[config.mk]
export PLATFORM = sky130hd
export DESIGN_NAME = flash_loader
export DESIGN_NICKNAME = d
export VERILOG_FILES = /design/src/rtl/flash_loader_pkg.sv /design/src/rtl/flash_loader_word_packer.sv /design/src/rtl/flash_loader.sv
export SDC_FILE = /design/constraint.sdc
export NUM_CORES = 1
export LEC_CHECK = 0
export CAP_MARGIN = 30
export CORE_ASPECT_RATIO = 2
export CORE_MARGIN = 2
export CORE_UTILIZATION = 56
export DETAILED_ROUTE_END_ITERATION = 10
export HOLD_SLACK_MARGIN = 0.02
export PLACE_DENSITY = 0.8
export SETUP_SLACK_MARGIN = 0.3
export SLEW_MARGIN = 20
export SYNTH_ARGS = -nofsm -noshare
export SYNTH_HDL_FRONTEND = slang
export SYNTH_SLANG_ARGS = --single-unit
[constraint.sdc]
create_clock -name clk -period 2.66 [get_ports clk]
set_input_delay 0.266 -clock clk [delete_from_list [all_inputs] [get_ports clk]]
set_output_delay 0.266 -clock clk [all_outputs]
set_load 0.02 [all_outputs]
[src/rtl/flash_loader_pkg.sv]
// ----------------------------------------------------------------------------
// flash_loader_pkg
// Shared definitions for the flash loader: FSM state type and the length
// header size. Build option: FLASH_LOADER_CHECKSUM_EN adds the CHECK state.
// ----------------------------------------------------------------------------
package flash_loader_pkg;

    // Number of bytes in the word-count header that precedes the payload.
    localparam int LOADER_LEN_BYTES = 2;

    typedef enum logic [2:0] {
        ST_IDLE   = 3'd0,
        ST_LEN_LO = 3'd1,
        ST_LEN_HI = 3'd2,
        ST_DATA   = 3'd3,
        ST_WRITE  = 3'd4,
        ST_DONE   = 3'd5
`ifdef FLASH_LOADER_CHECKSUM_EN
        ,
        ST_CHECK  = 3'd6
`endif
    } flash_loader_state_t;

endpackage

[src/rtl/flash_loader_word_packer.sv]
// ----------------------------------------------------------------------------
// word_packer
// Packs an accepted byte stream little-endian into WIDTH-bit words.
//   clk, rst     : clock, asynchronous active-low reset
//   clear        : restart packing at byte lane 0
//   accept       : a byte is transferred this cycle
//   byte_in      : the byte being transferred
//   word_full    : this accepted byte completes the word
//   word_next    : packed word including the byte currently on byte_in
// ----------------------------------------------------------------------------
module word_packer #(
    parameter int WIDTH = 32
) (
    input  logic             clk,
    input  logic             rst,
    input  logic             clear,
    input  logic             accept,
    input  logic [7:0]       byte_in,
    output logic             word_full,
    output logic [WIDTH-1:0] word_next
);
    localparam int BYTES = WIDTH / 8;
    localparam int CNT_W = (BYTES > 1) ? $clog2(BYTES) : 1;
    localparam logic [CNT_W-1:0] CNT_ONE  = CNT_W'(1);
    localparam logic [CNT_W-1:0] CNT_LAST = CNT_W'(BYTES - 1);

    logic [WIDTH-1:0] word_q;
    logic [CNT_W-1:0] cnt;

    // Insert the incoming byte into its lane so the caller can capture the
    // completed word in the same cycle the last byte arrives.
    always_comb begin
        word_next = word_q;
        for (int k = 0; k < BYTES; k++) begin
            if (cnt == CNT_W'(k)) begin
                word_next[8*k +: 8] = byte_in;
            end
        end
    end

    assign word_full = accept && (cnt == CNT_LAST);

    always_ff @(posedge clk or negedge rst) begin
        if (!rst) begin
            word_q <= '0;
            cnt    <= '0;
        end else if (clear) begin
            word_q <= '0;
            cnt    <= '0;
        end else if (accept) begin
            word_q <= word_next;
            cnt    <= word_full ? '0 : cnt + CNT_ONE;
        end
    end

endmodule

[src/rtl/flash_loader.sv]
// ----------------------------------------------------------------------------
// flash_loader
// Receives a length-prefixed byte stream and writes it word by word into
// memory through the flash write port, holding the core while loading.
// Build option: FLASH_LOADER_CHECKSUM_EN appends a one-byte modular checksum
// after the payload; a mismatch sets err.
//   clk, rst            : clock, asynchronous active-low reset
//   start               : begin a session (honoured in IDLE only)
//   rx_data/valid/ready : byte stream handshake
//   flash_en/addr/data  : one-cycle word write strobe, address, data
//   cpu_hold            : high while a session is active
//   done                : one-cycle pulse at session end
//   err                 : sticky (length clamped / bad checksum)
// ----------------------------------------------------------------------------
module flash_loader #(
    parameter int WIDTH      = 32,
    parameter int ADDR_WIDTH = 11,
    parameter int DEPTH      = 2 ** ADDR_WIDTH
) (
    input  logic                  clk,
    input  logic                  rst,
    input  logic                  start,
    input  logic [7:0]            rx_data,
    input  logic                  rx_valid,
    output logic                  rx_ready,
    output logic                  flash_en,
    output logic [ADDR_WIDTH-1:0] flash_addr,
    output logic [WIDTH-1:0]      flash_data,
    output logic                  cpu_hold,
    output logic                  done,
    output logic                  err
);
    import flash_loader_pkg::*;

    localparam int LEN_W = 8 * LOADER_LEN_BYTES;
    localparam logic [LEN_W:0]      DEPTH_L = (LEN_W + 1)'(DEPTH);
    localparam logic [ADDR_WIDTH:0] DEPTH_W = (ADDR_WIDTH + 1)'(DEPTH);
    localparam logic [ADDR_WIDTH:0] ONE_W   = (ADDR_WIDTH + 1)'(1);

    flash_loader_state_t state;
    logic [7:0]          len_lo;
    // One bit wider than the address so a full DEPTH count is representable.
    logic [ADDR_WIDTH:0] n_words;
    logic [ADDR_WIDTH:0] word_cnt;
    logic                accept;
    logic [LEN_W:0]      len_req;
    logic                pack_clear;
    logic                pack_accept;
    logic                word_full;
    logic [WIDTH-1:0]    word_next;
`ifdef FLASH_LOADER_CHECKSUM_EN
    logic [7:0]          sum_q;
`endif

    assign accept      = rx_valid && rx_ready;
    assign len_req     = {1'b0, rx_data, len_lo};
    assign pack_clear  = (state == ST_IDLE) && start;
    assign pack_accept = accept && (state == ST_DATA);

    word_packer #(
        .WIDTH (WIDTH)
    ) u_packer (
        .clk       (clk),
        .rst       (rst),
        .clear     (pack_clear),
        .accept    (pack_accept),
        .byte_in   (rx_data),
        .word_full (word_full),
        .word_next (word_next)
    );

    always_ff @(posedge clk or negedge rst) begin
        if (!rst) begin
            state      <= ST_IDLE;
            rx_ready   <= 1'b0;
            flash_en   <= 1'b0;
            flash_addr <= '0;
            flash_data <= '0;
            cpu_hold   <= 1'b0;
            done       <= 1'b0;
            err        <= 1'b0;
            len_lo     <= '0;
            n_words    <= '0;
            word_cnt   <= '0;
`ifdef FLASH_LOADER_CHECKSUM_EN
            sum_q      <= '0;
`endif
        end else begin
            // Strobes are single-cycle; they are re-raised only on entry
            // into WRITE / DONE.
            flash_en <= 1'b0;
            done     <= 1'b0;
            case (state)
                ST_IDLE: begin
                    if (start) begin
                        state    <= ST_LEN_LO;
                        rx_ready <= 1'b1;
                        cpu_hold <= 1'b1;
                        err      <= 1'b0;
                        n_words  <= '0;
                        word_cnt <= '0;
`ifdef FLASH_LOADER_CHECKSUM_EN
                        sum_q    <= '0;
`endif
                    end
                end
                ST_LEN_LO: begin
                    if (accept) begin
                        len_lo <= rx_data;
                        state  <= ST_LEN_HI;
                    end
                end
                ST_LEN_HI: begin
                    if (accept) begin
                        if (len_req > DEPTH_L) begin
                            n_words <= DEPTH_W;
                            err     <= 1'b1;
                        end else begin
                            n_words <= len_req[ADDR_WIDTH:0];
                        end
                        if (len_req == '0) begin
`ifdef FLASH_LOADER_CHECKSUM_EN
                            state <= ST_CHECK;
`else
                            state    <= ST_DONE;
                            rx_ready <= 1'b0;
                            done     <= 1'b1;
`endif
                        end else begin
                            state <= ST_DATA;
                        end
                    end
                end
                ST_DATA: begin
                    if (accept) begin
`ifdef FLASH_LOADER_CHECKSUM_EN
                        sum_q <= sum_q + rx_data;
`endif
                        if (word_full) begin
                            state      <= ST_WRITE;
                            rx_ready   <= 1'b0;
                            flash_en   <= 1'b1;
                            flash_addr <= word_cnt[ADDR_WIDTH-1:0];
                            flash_data <= word_next;
                        end
                    end
                end
                ST_WRITE: begin
                    word_cnt <= word_cnt + ONE_W;
                    if (word_cnt == n_words - ONE_W) begin
`ifdef FLASH_LOADER_CHECKSUM_EN
                        state    <= ST_CHECK;
                        rx_ready <= 1'b1;
`else
                        state <= ST_DONE;
                        done  <= 1'b1;
`endif
                    end else begin
                        state    <= ST_DATA;
                        rx_ready <= 1'b1;
                    end
                end
`ifdef FLASH_LOADER_CHECKSUM_EN
                ST_CHECK: begin
                    if (accept) begin
                        if (rx_data != sum_q) begin
                            err <= 1'b1;
                        end
                        state    <= ST_DONE;
                        rx_ready <= 1'b0;
                        done     <= 1'b1;
                    end
                end
`endif
                ST_DONE: begin
                    cpu_hold <= 1'b0;
                    state    <= ST_IDLE;
                end
                default: begin
                    state    <= ST_IDLE;
                    rx_ready <= 1'b0;
                    cpu_hold <= 1'b0;
                end
            endcase
        end
    end

endmodule
== After elaboration in Yosys (flattened, before gate mapping) ==
Index checks and enable logic that the tools add are counted.
Word-level totals
  bits of input ports: 12
  output and inout bits: 48
  bits in registers: 117
  logic and storage cells: 97
Cells by class
  magnitude comparators: 1
  reduce and logical (&&, ||, !) cells: 20
  eq/ne operators: 17
  multiplexer cells: 41
  $add $sub $neg: 3
  bitwise gates (word level): 2
Operators with widths (count)
  two-way mux 32 bit: 2
  case mux 12 bit (2 select lines): 2
  two-way mux 12 bit: 3
  two-way mux 8 bit: 4
  two-way mux 3 bit: 7
  logical NOT 17 bit: 1
  greater-than comparator 16 x 12 -> 1 bit (second input constant): 1
  two-way mux 1 bit: 15
  case mux 3 bit (5 select lines): 1
  != test 2 bit (second input constant): 7
  adder 12 x 1 -> 12 bit (second input constant): 1
  equality test 12 bit: 1
  subtractor 12 x 1 -> 12 bit (second input constant): 1
  AND reduction 7 bit: 1
  equality test 3 x 2 -> 1 bit (second input constant): 2
  equality test 3 bit (second input constant): 2
  two-way mux 2 bit: 3
  case mux 1 bit (2 select lines): 3
  AND reduction 2 bit: 3
  AND reduction 3 bit: 2
  nonzero test 2 bit: 3
  case mux 1 bit (5 select lines): 1
  AND reduction 5 bit: 1
  equality test 2 bit (second input constant): 2
  other kinds (11): 15

== Depth between registers and ports, before layout ==
Gate-level depths: netlist (run 1).
  depth after elaboration: 6
  depth in mapped cells: 9
  depth with buffers taken out: 8

== Hierarchy ==
A second synthesis (run 1) with hierarchy kept.
Unflattened totals
  cell total of the unflattened synthesis: 481
  area total of the unflattened synthesis: 5761.8 sq um
By module, submodules not included
  flash_loader: area an instance 3772.4 sq um, cells an instance 315, instances 1
  word_packer: area an instance 1989.4 sq um, cells an instance 166, instances 1

== Worst setup path after synthesis (run 1) ==
No wires, ideal clock.
  kind: reg2reg
  start: reg n_words[0]
  end: reg rx_ready
  data arrival time: 2.011 ns
  slack: 0.523 ns
  required time: 2.534 ns
  stages on the path, launching flop included: 10
  cell sequence: dfrtp_1 > inv_1 > ha_1 > buf_2 > o21ba_2 > a221oi_1 > a41oi_1 > a2111oi_4 > o211ai_2 > o311a_1
On the way
  cells in the longest elaborated chain, start to end: 4
RTL lines
  from (decl): line flash_loader.sv:43  | logic [ADDR_WIDTH:0] n_words;
  from (signal assigned): line flash_loader.sv:119  | n_words <= len_req[ADDR_WIDTH:0];
  subtractor 12 x 1 -> 12 bit: line flash_loader.sv:150  | if (word_cnt == n_words - ONE_W) begin
  equality test 12 bit: line flash_loader.sv:150
  != test 2 bit (no source line)
  AND reduction 7 bit (no source line)
  to (signal assigned): line flash_loader.sv:141  | rx_ready <= 1'b0;
  to (signal assigned): line flash_loader.sv:160  | rx_ready <= 1'b1;
  to (signal assigned): line flash_loader.sv:181  | rx_ready <= 1'b0;
  to (decl): line flash_loader.sv:25  | output logic rx_ready,
No other way between the ends.
A chain may end at the register's enable or synchronous reset.

== Worst setup path after layout (run 1) ==
Same ends and word-level chain as after synthesis.

==> reports/summary.txt, run 1 <==
RSZ-0062 raised after global routing = no
Peak Freq = 0.4453 GHz
Vias in the first global route = 3991
Clock Latency Late Sink = 0.34 ns
CP max FO = 8
Sw Share = 0.3505
Worst Path Arrival = 2.47 ns
CTS tree = yes
Commonest cells after routing, fill and taps aside = dfrtp_1 (109), nand2_1 (107), clkdlybuf4s50_1 (58), o21ai_0 (39), a22o_1 (36)
Core ar. = 8890 µm²
Drt total wl = 12120 µm
Ys async rst share = 1.000
Psw = 1926 µW
Setup WS post-layout = 0.4141 ns
Seq cells post-synth = 109
Via/cell ratio = 5.976
Pre-CTS setup slack = 0.2637 ns
NumNets Final = 567
HP Class = input port to asynchronous set/reset pin
Clock Path Buffers = 2
Leak = 0.002864 µW
Final hold violation count = 0
Worst-path clk slew = 0.07 ns
Final setup viols = 0
Pwr dens = 899.1 nW/µm²
I/O Buffers = 59
Gr usage total = 0.2561
Via count = 3920
Num CTS Buffers = 9
Rows = 49
Net Count, Synth = 516
Max Cap Viol = 0
Fin cells = 656
Iter 0 DRT Violations = 236
Max-slew violations = 0
DIE WIDTH = 71.24 µm
Crit start category = register
Reg2reg path depth = 8
Ys flop type = dfrtp_1
Worst VDD drop = 0.0006822 V
Initial Util = 0.5696
Post-route ant nets = 0
N_diodes = 0
Skew final = 0.006726 ns
Commonest non-fill, non-tap cell in the layout = dfrtp_1
Area delta synth->final = 20.73%
Clock power share = 0.235
Synth cell types = 49
Logic pwr share = 0.331
First-pass detailed-route iteration total = 4
Remaining DRCs = 0
Post-Syn Instances = 498
Num ports = 60
R2R setup slack = 0.41 ns
Die area = 9865 µm²
DIE HEIGHT = 138.5 µm
# clock sinks = 109
Critical path type = register to register
Outcome = completed
Detailed Place HPWL = 8817 µm
Worst flop-to-flop path startpoint = n_words[0]
Share of cells above drive strength 1 = 0.09928
Synth Cell Area = 5064 µm²
Syn. warnings = 0
Avg WL per Cell = 18.48 µm
Worst Setup End Kind = register
Setup TNS = 0 ns
Final worst-path cycle share = 0.8443
Worst reg2reg endpoint = rx_ready
Mapped Avg Cell Area = 10.17 µm²
Number of flops mapped to enable cells by yosys = 0
Min cycle time layout = 2.246 ns
Largest net degree at the start of global routing = 58
Root buffer cell = clkbuf_16
Placed cells = 638
Crit path required time = 2.89 ns
Share of power burned in registers = 0.433
Routability cong. = 0.8659
Internal cell power = 3570 µW
Seq/Total Area, Yosys = 0.5387
CTS HTree Levels = 3
Max-slew headroom at the worst pin = 0.5634
Antenna violations before repair = 0
Slew @ Worst Pin = 0.6513 ns
GRT overflow = 0
Global-route wire length before repair = 19690 µm
Fillers = 654
-- synthesized netlist by cell type (2+ instances only) --
| library cell | instances | share of area |
|---|---|---|
| a21oi_1 | 11 | 0.011 |
| nor4_1 | 5 | 0.0062 |
| nor3_1 | 7 | 0.0069 |
| o21ai_1 | 3 | 0.0030 |
| nor2_1 | 15 | 0.011 |
| mux2_2 | 8 | 0.018 |
| or4_1 | 2 | 0.0030 |
| nand2b_1 | 2 | 0.0025 |
| dfrtp_1 | 109 | 0.54 |
| and3_1 | 5 | 0.0062 |
| o31ai_1 | 5 | 0.0074 |
| mux2i_1 | 27 | 0.053 |
| nand2_1 | 109 | 0.081 |
| nor4_2 | 2 | 0.0049 |
| inv_1 | 9 | 0.0067 |
| a41oi_1 | 2 | 0.0035 |
| nand4_1 | 4 | 0.0049 |
| o211ai_1 | 5 | 0.0074 |
| clkbuf_1 | 24 | 0.018 |
| xor2_1 | 9 | 0.016 |
| and2_1 | 4 | 0.0049 |
| a31oi_1 | 3 | 0.0037 |
| buf_2 | 8 | 0.0079 |
| buf_1 | 4 | 0.0030 |
| or3_1 | 2 | 0.0025 |
| o21ai_0 | 39 | 0.039 |
| xnor2_1 | 5 | 0.0086 |
| a22o_1 | 36 | 0.062 |
| nand3_1 | 9 | 0.0089 |
| ha_1 | 6 | 0.015 |
-- registers in the layout (all words and copies together) (netlist names) --
name             flops
err                  1
len_lo               8
rx_ready             1
cpu_hold             1
done                 1
u_packer.word_q     24
flash_data          32
flash_en             1
state                3
u_packer.cnt         2
n_words             12
word_cnt            12
flash_addr          11
-- power groups by stage --
stage	clock [µW]	sequential, µW	combinational [µW]
after floorplan	0	2480	992
after global placement	0	2380	1760
after detailed placement	0	2400	1810
after CTS	1320	2380	1830
after global routing	1370	2430	1970
final	1290	2380	1820
-- per-layer routing --
metal,wire [µm],GRT usage,up-vias
met5,0,0,-
met4,751,0.1668,0
met3,343,0.03717,47
met2,6620,0.4469,95
met1,4405,0.2795,1933
li1,-,-,1845
-- logic make-up after synthesis --
| family | count (synthesis) | share of synthesized area |
|---|---|---|
| flops | 109 | 0.5387 |
| simple gates | 172 | 0.1532 |
| xor+xnor | 14 | 0.02422 |
| compound gates | 115 | 0.1601 |
| buf+inv | 47 | 0.03781 |
| mux | 35 | 0.07116 |
| fa+ha+maj | 6 | 0.01483 |
-- per-stage QoR --
stage | instance area, µm² | utilization | total power [µW] | hold slack (ns)
2_1_floorplan | 5064 | - | 3470 | -0.02959
3_3_place_gp | 5777 | 0.6498 | 4139 | 0.2822
3_5_place_dp | 5777 | 0.6498 | 4207 | 0.2856
4_1_cts | 6088 | 0.6849 | 5522 | 0.4764
5_1_grt | 6113 | 0.6877 | 5773 | 0.4880
6_report | 6113 | 0.6877 | 5496 | 0.4596
-- cell type report --
| class | count | area (µm²) | share of cell area |
|---|---|---|---|
| Clock buffer | 11 | 252.7 | 0.04134 |
| Timing Repair Buffer | 78 | 758.2 | 0.1240 |
| Clock inverter | 5 | 40.04 | 0.006549 |
| Sequential cell | 109 | 2728 | 0.4462 |
| Tap cell | 102 | 127.6 | 0.02088 |
| Inverter | 9 | 33.78 | 0.005526 |
| Multi-Input combinational cell | 342 | 2173 | 0.3555 |
-- critical path: stages, from the launching register on --
cell	delay (ns)
dfrtp_1	0.43
inv_1	0.12
ha_4	0.19
nor3b_4	0.25
nand2_2	0.08
or4_1	0.49
nand3_2	0.12
o211ai_2	0.13
o311a_1	0.31
-- what timing repair did --
item,CTS,global route
hold endpoints to repair,40,0
hold buffers,1,0
setup endpoints to repair,1,1
gates resized for setup,2,3
setup buffers,0,1
-- worst max-delay path by stage --
stage,end,depth (start not counted),startpoint
after global placement,rx_ready,8,n_words[0]
final,rx_ready,8,n_words[0]
after floorplan,rx_ready,9,n_words[0]
after CTS,rx_ready,8,n_words[0]
after global routing,rx_ready,8,n_words[0]
after detailed placement,rx_ready,8,n_words[0]
No activity file was read; power rests on OpenSTA's default activity.
==> run 2: changes to the inputs <==
Clock period 2.66 ns to 2.3 ns, I/O delays scaled along.
==> run 2 against run 1 <==
  * Design area increased by 4.2%
  * Clock power increased by 21%
  * Non-clock buffer count increased by 20
  * Final cell count increased by 3.0%
  * Sequential cell count unchanged
  * Via count increased by 5.6%
  * Fmax increased by 4.2%
  * Die area unchanged
  * Routed wire length increased by 7.7%
  * Worst setup slack got worse by 0.27 ns
  * Largest cell class unchanged
==> reports/summary.txt, run 2 (same netlist as run 1, synthesis figures left out) <==
N_diodes = 0
DIE HEIGHT = 138.5 µm
Max FFs per register = 32
Critical path origin = n_words[0]
Peak Freq = 0.4638 GHz
Num CTS Buffers = 9
Placed Area = 5874 µm²
Min cycle time layout = 2.156 ns
Num ports = 60
Utilization after layout = 0.7167
Detailed Place HPWL = 9093 µm
Die area = 9865 µm²
Clock power share = 0.237
DIE WIDTH = 71.24 µm
Reg2reg path depth = 7
Rows = 49
RSZ-0062 raised after global routing = yes
Iter 0 DRT Violations = 254
Worst-path clk slew = 0.07 ns
R2R setup slack = 0.14 ns
Final setup viols = 0
Logic pwr share = 0.345
Pwr dens = 1033 nW/µm²
Critical path type = register to register
Worst setup path end = rx_ready
Via/cell ratio = 6.123
Commonest cells after routing, fill and taps aside = nand2_1 (107), dfrtp_1 (104), clkdlybuf4s50_1 (58), o21ai_0 (38)
Core ar. = 8890 µm²
NumNets Final = 587
Share of power burned in registers = 0.418
Outcome = completed
Crit path required time = 2.54 ns
Largest Register = flash_data
Worst Path Arrival = 2.39 ns
Max Cap Viol = 0
First-pass detailed-route iteration total = 5
Worst VDD drop = 0.0006818 V
Antenna violations before repair = 0
Final worst-path cycle share = 0.9373
Clock Path Buffers = 2
Worst flop-to-flop path startpoint = n_words[0]
Largest regs = flash_data (32), u_packer.word_q (24)
Commonest non-fill, non-tap cell in the layout = nand2_1
Total power = 6584 µW
Sw Share = 0.3507
Max-slew headroom at the worst pin = 0.7180
CTS tree = yes
Routability cong. = 0.8445
Final hold violation count = 0
Gr usage total = 0.2698
Design Area, Final = 6371 µm²
Drt total wl = 13050 µm
Crit start category = register
Vias in the first global route = 4219
HP Class = input port to asynchronous set/reset pin
Largest net degree at the start of global routing = 64
# clock sinks = 109
Worst Setup End Kind = register
Initial Util = 0.5696
Leak = 0.002999 µW
CTS HTree Levels = 3
Internal cell power = 4275 µW
Share of cells above drive strength 1 = 0.1655
GRT overflow = 0
Psw = 2309 µW
Global-route wire length before repair = 20820 µm
I/O Buffers = 59
CP max FO = 5
Root buffer cell = clkbuf_16
Remaining DRCs = 0
Area delta synth->final = 25.82%
Slew @ Worst Pin = 0.4217 ns
Via count = 4139
Skew final = 0.005225 ns
Post-route ant nets = 0
Clock Latency Late Sink = 0.35 ns
Max-slew violations = 0
Worst reg2reg endpoint = rx_ready
Avg WL per Cell = 19.30 µm
==> run 2: cell type report <==
type | count | area [µm²]
Tap cell | 102 | 127.6
Fill cell | 627 | 2519
Inverter | 9 | 33.78
Clock buffer | 9 | 225.2
Timing Repair Buffer | 98 | 912.1
Clock inverter | 7 | 73.82
Multi-Input combinational cell | 342 | 2265
Sequential cell | 109 | 2734
==> run 2: critical path, stage by stage, from the launching register on <==
cell and delay (ns):
dfrtp_1 0.40, buf_4 0.17, or2_4 0.25, nor4_4 0.15
o211ai_1 0.18, a2111oi_4 0.41, o211ai_2 0.16, o311a_1 0.31
==> run 2: how the worst min path moves through the flow <==
| stage | startpoint | end | slack [ns] | cells past startpoint |
|---|---|---|---|---|
| after global placement | rst | word_cnt[1] | 0.12 | 1 |
| final | rst | word_cnt[2] | 0.30 | 2 |
| after global routing | rst | word_cnt[2] | 0.34 | 2 |
| after detailed placement | rst | word_cnt[1] | 0.14 | 1 |
| after floorplan | rst | cpu_hold | -0.07 | 0 |
| after CTS | rst | word_cnt[1] | 0.31 | 2 |
==> run 2: routing by layer <==
metal | share of wire | vias to the layer above | track usage
li1 | - | 1883 | -
met2 | 0.55 | 149 | 0.4620
met1 | 0.35 | 2046 | 0.2995
met3 | 0.040 | 61 | 0.04738
met5 | 0 | - | 0
met4 | 0.062 | 0 | 0.1718
==> run 2: power groups by stage <==
stage / Clock [µW] / Sequential (µW) / Combinational (µW)
final: 1560 / 2750 / 2270
after global routing: 1640 / 2800 / 2460
after CTS: 1570 / 2730 / 2250
after detailed placement: 0 / 2760 / 2190
after global placement: 0 / 2740 / 2120
after floorplan: 0 / 2870 / 1150
==> run 2: metrics by stage <==
stage	hold WS (ns)	setup TNS [ns]	worst slack, ns	std cells
final	0.3020	0	0.1441	676
after global routing	0.3376	0	0.08769	676
after CTS	0.3121	0	0.2350	673
after detailed placement	0.1362	-0.01448	-0.01448	651
after global placement	0.1243	0	0.1024	651
after floorplan	-0.06559	0	0.1632	498
==> run 2: what timing repair did <==
| action | 4_1_cts | 5_1_grt |
|---|---|---|
| pin swaps | 1 | 2 |
| hold buffers | 1 | 0 |
| endpoints found under the hold margin | 18 | 0 |
| setup buffers | 5 | 3 |
| resized for setup | 20 | 11 |
| setup endpoints to repair | 4 | 61 |
==> run 3: changes to the inputs <==
Settings changed: CORE_UTILIZATION 56 to 55, HOLD_SLACK_MARGIN 0.02 to default, PLACE_DENSITY 0.8 to 0.79, SKIP_LAST_GASP from default to 1.
==> run 3 against run 2 <==
  * Global-route usage grew 0.11 points
  * Non-clock buffer count is the same
  * Via count shrank 0.36%
  * Final cell count is the same
  * Sequential power is essentially flat
  * Clock power grew 3%
  * Clock-buffer cell count is the same
  * Worst hold slack gained 0.11 ns
  * Critical endpoint unchanged
  * Register-to-register slack lost 0.03 ns
  * Fmax shrank 1.5%
==> reports/summary.txt, run 3 (same netlist as run 1, synthesis figures left out) <==
Worst-path clk slew = 0.07 ns
Global-route wire length before repair = 20920 µm
Iter 0 DRT Violations = 228
HP Class = input port to asynchronous set/reset pin
Max Cap Viol = 0
Skew final = 0.009082 ns
Setup TNS = 0 ns
Gr usage total = 0.2708
Crit-path slowest cell = a2111oi_4
Avg WL per Cell = 19.31 µm
Vias in the first global route = 4260
NumNets Final = 587
Placed cells = 653
Num ports = 60
CTS tree = yes
DIE HEIGHT = 139.7 µm
Utilization after layout = 0.7097
Max-slew headroom at the worst pin = 0.6190
DIE WIDTH = 71.85 µm
Num CTS Buffers = 9
Slew @ Worst Pin = 0.5715 ns
Worst Setup End Kind = register
GRT overflow = 0
CP cell instances = inv_2 > ha_4 > buf_6 > xnor2_1 > a221oi_2 > a41oi_2 > a2111oi_4 > o211ai_2 > o311a_1
First-pass detailed-route iteration total = 5
RSZ-0062 raised after global routing = yes
Final worst-path cycle share = 0.9514
CP max FO = 3
Worst reg2reg endpoint = rx_ready
Final hold violation count = 0
Crit path required time = 2.53 ns
Via count = 4124
Antenna violations before repair = 0
Largest net degree at the start of global routing = 57
Rows = 49
Worst Path Arrival = 2.42 ns
Largest Register = flash_data
Worst VDD drop = 0.0008049 V
Fillers = 637
Area delta synth->final = 25.45%
Max-slew violations = 0
# clock sinks = 109
Min cycle time layout = 2.188 ns
Detailed Place HPWL = 9286 µm
Commonest non-fill, non-tap cell in the layout = nand2_1
Final setup viols = 0
Largest regs = flash_data (32), u_packer.word_q (24)
I/O Buffers = 59
Reg2reg path depth = 9
CTS HTree Levels = 3
Worst flop-to-flop path startpoint = n_words[0]
CP peak stage delay = 0.38 ns
Outcome = completed
Commonest cells after routing, fill and taps aside = nand2_1 (107), dfrtp_1 (106), clkdlybuf4s50_1 (58), o21ai_0 (38), buf_4 (37)
Core ar. = 8951 µm²
Post-route ant nets = 0
Peak Freq = 0.4570 GHz
Routability cong. = 0.8350
Remaining DRCs = 0
Fin cells = 676
N_diodes = 0
Die area = 10040 µm²
Critical path type = register to register
Initial Util = 0.5657
Via/cell ratio = 6.101
Pwr dens = 1040 nW/µm²
Crit start category = register
Leak = 0.002974 µW
Max FFs per register = 32
Clock Path Buffers = 2
R2R setup slack = 0.11 ns
Share of cells above drive strength 1 = 0.1585
Drt total wl = 13050 µm
Root buffer cell = clkbuf_16
Clock Latency Late Sink = 0.35 ns
run 3: changes by cell type in the layout (fill, tap and decap cells not counted), moves of 2 or more:
cell        change
clkinv_2        -2
clkinvlp_4      +2
dfrtp_1         +2
dfrtp_2         -2
inv_8           +2
run 3: timing repair:
| item | 4_1_cts | 5_1_grt |
|---|---|---|
| hold buffers | 1 | 0 |
| pin swaps | 6 | 5 |
| hold endpoints to repair | 41 | 0 |
| gates resized for setup | 12 | 15 |
| setup buffers | 4 | 2 |
| endpoints found under the setup margin | 4 | 39 |
run 3: worst max-delay path by stage:
stage | startpoint | end | slack, ns
after floorplan | n_words[0] | rx_ready | 0.16
after global placement | n_words[1] | rx_ready | 0.11
after detailed placement | n_words[1] | rx_ready | 0.01
after CTS | n_words[1] | rx_ready | 0.15
after global routing | n_words[5] | rx_ready | 0.04
final | n_words[0] | rx_ready | 0.11
run 3: area by class of cell:
| class | instances | area, µm² | share of cell area |
|---|---|---|---|
| Clock inverter | 7 | 83.83 | 0.01320 |
| Tap cell | 102 | 127.6 | 0.02009 |
| Clock buffer | 9 | 225.2 | 0.03545 |
| Sequential cell | 109 | 2731 | 0.4300 |
| Multi-Input combinational cell | 342 | 2251 | 0.3543 |
| Timing Repair Buffer | 98 | 899.6 | 0.1416 |
| Inverter | 9 | 33.78 | 0.005318 |
run 3: layer usage:
layer / vias up / share of wire / routed length [µm] / global-route usage
met4: 0 / 0.062 / 805 / 0.1519
li1: 1884 / - / - / -
met2: 150 / 0.56 / 7303 / 0.5058
met1: 2034 / 0.34 / 4454 / 0.2741
met5: - / 0 / 0 / 0
met3: 56 / 0.037 / 488 / 0.04055
run 3: critical path: cells and delay by family, from the launching register on:
family | cells | cell delay, ns
AO/OA/AOI/OAI | 5 | 1.23
flip-flops | 1 | 0.37
buffers and inverters | 2 | 0.17
adder cells (fa/ha/maj) | 1 | 0.16
XOR/XNOR | 1 | 0.14
run 3: report_power, final:
| group | leakage (µW) | switching, µW | internal, µW |
|---|---|---|---|
| clock network | 0.000142 | 739 | 862 |
| registers | 0.00147 | 373 | 2370 |
| logic | 0.00136 | 1210 | 1060 |
| total | 0.00297 | 2320 | 4290 |
run 3: metrics by stage:
step / area [µm²] / power (µW) / hold WS, ns / setup WS (ns)
after floorplan: 5064 / 4013 / -0.06559 / 0.1632
after CTS: 6276 / 6578 / 0.4475 / 0.1497
after detailed placement: 5877 / 4953 / 0.2682 / 0.01416
after global placement: 5877 / 4870 / 0.2524 / 0.1098
final: 6352 / 6608 / 0.4167 / 0.1117
after global routing: 6352 / 6916 / 0.4792 / 0.03799
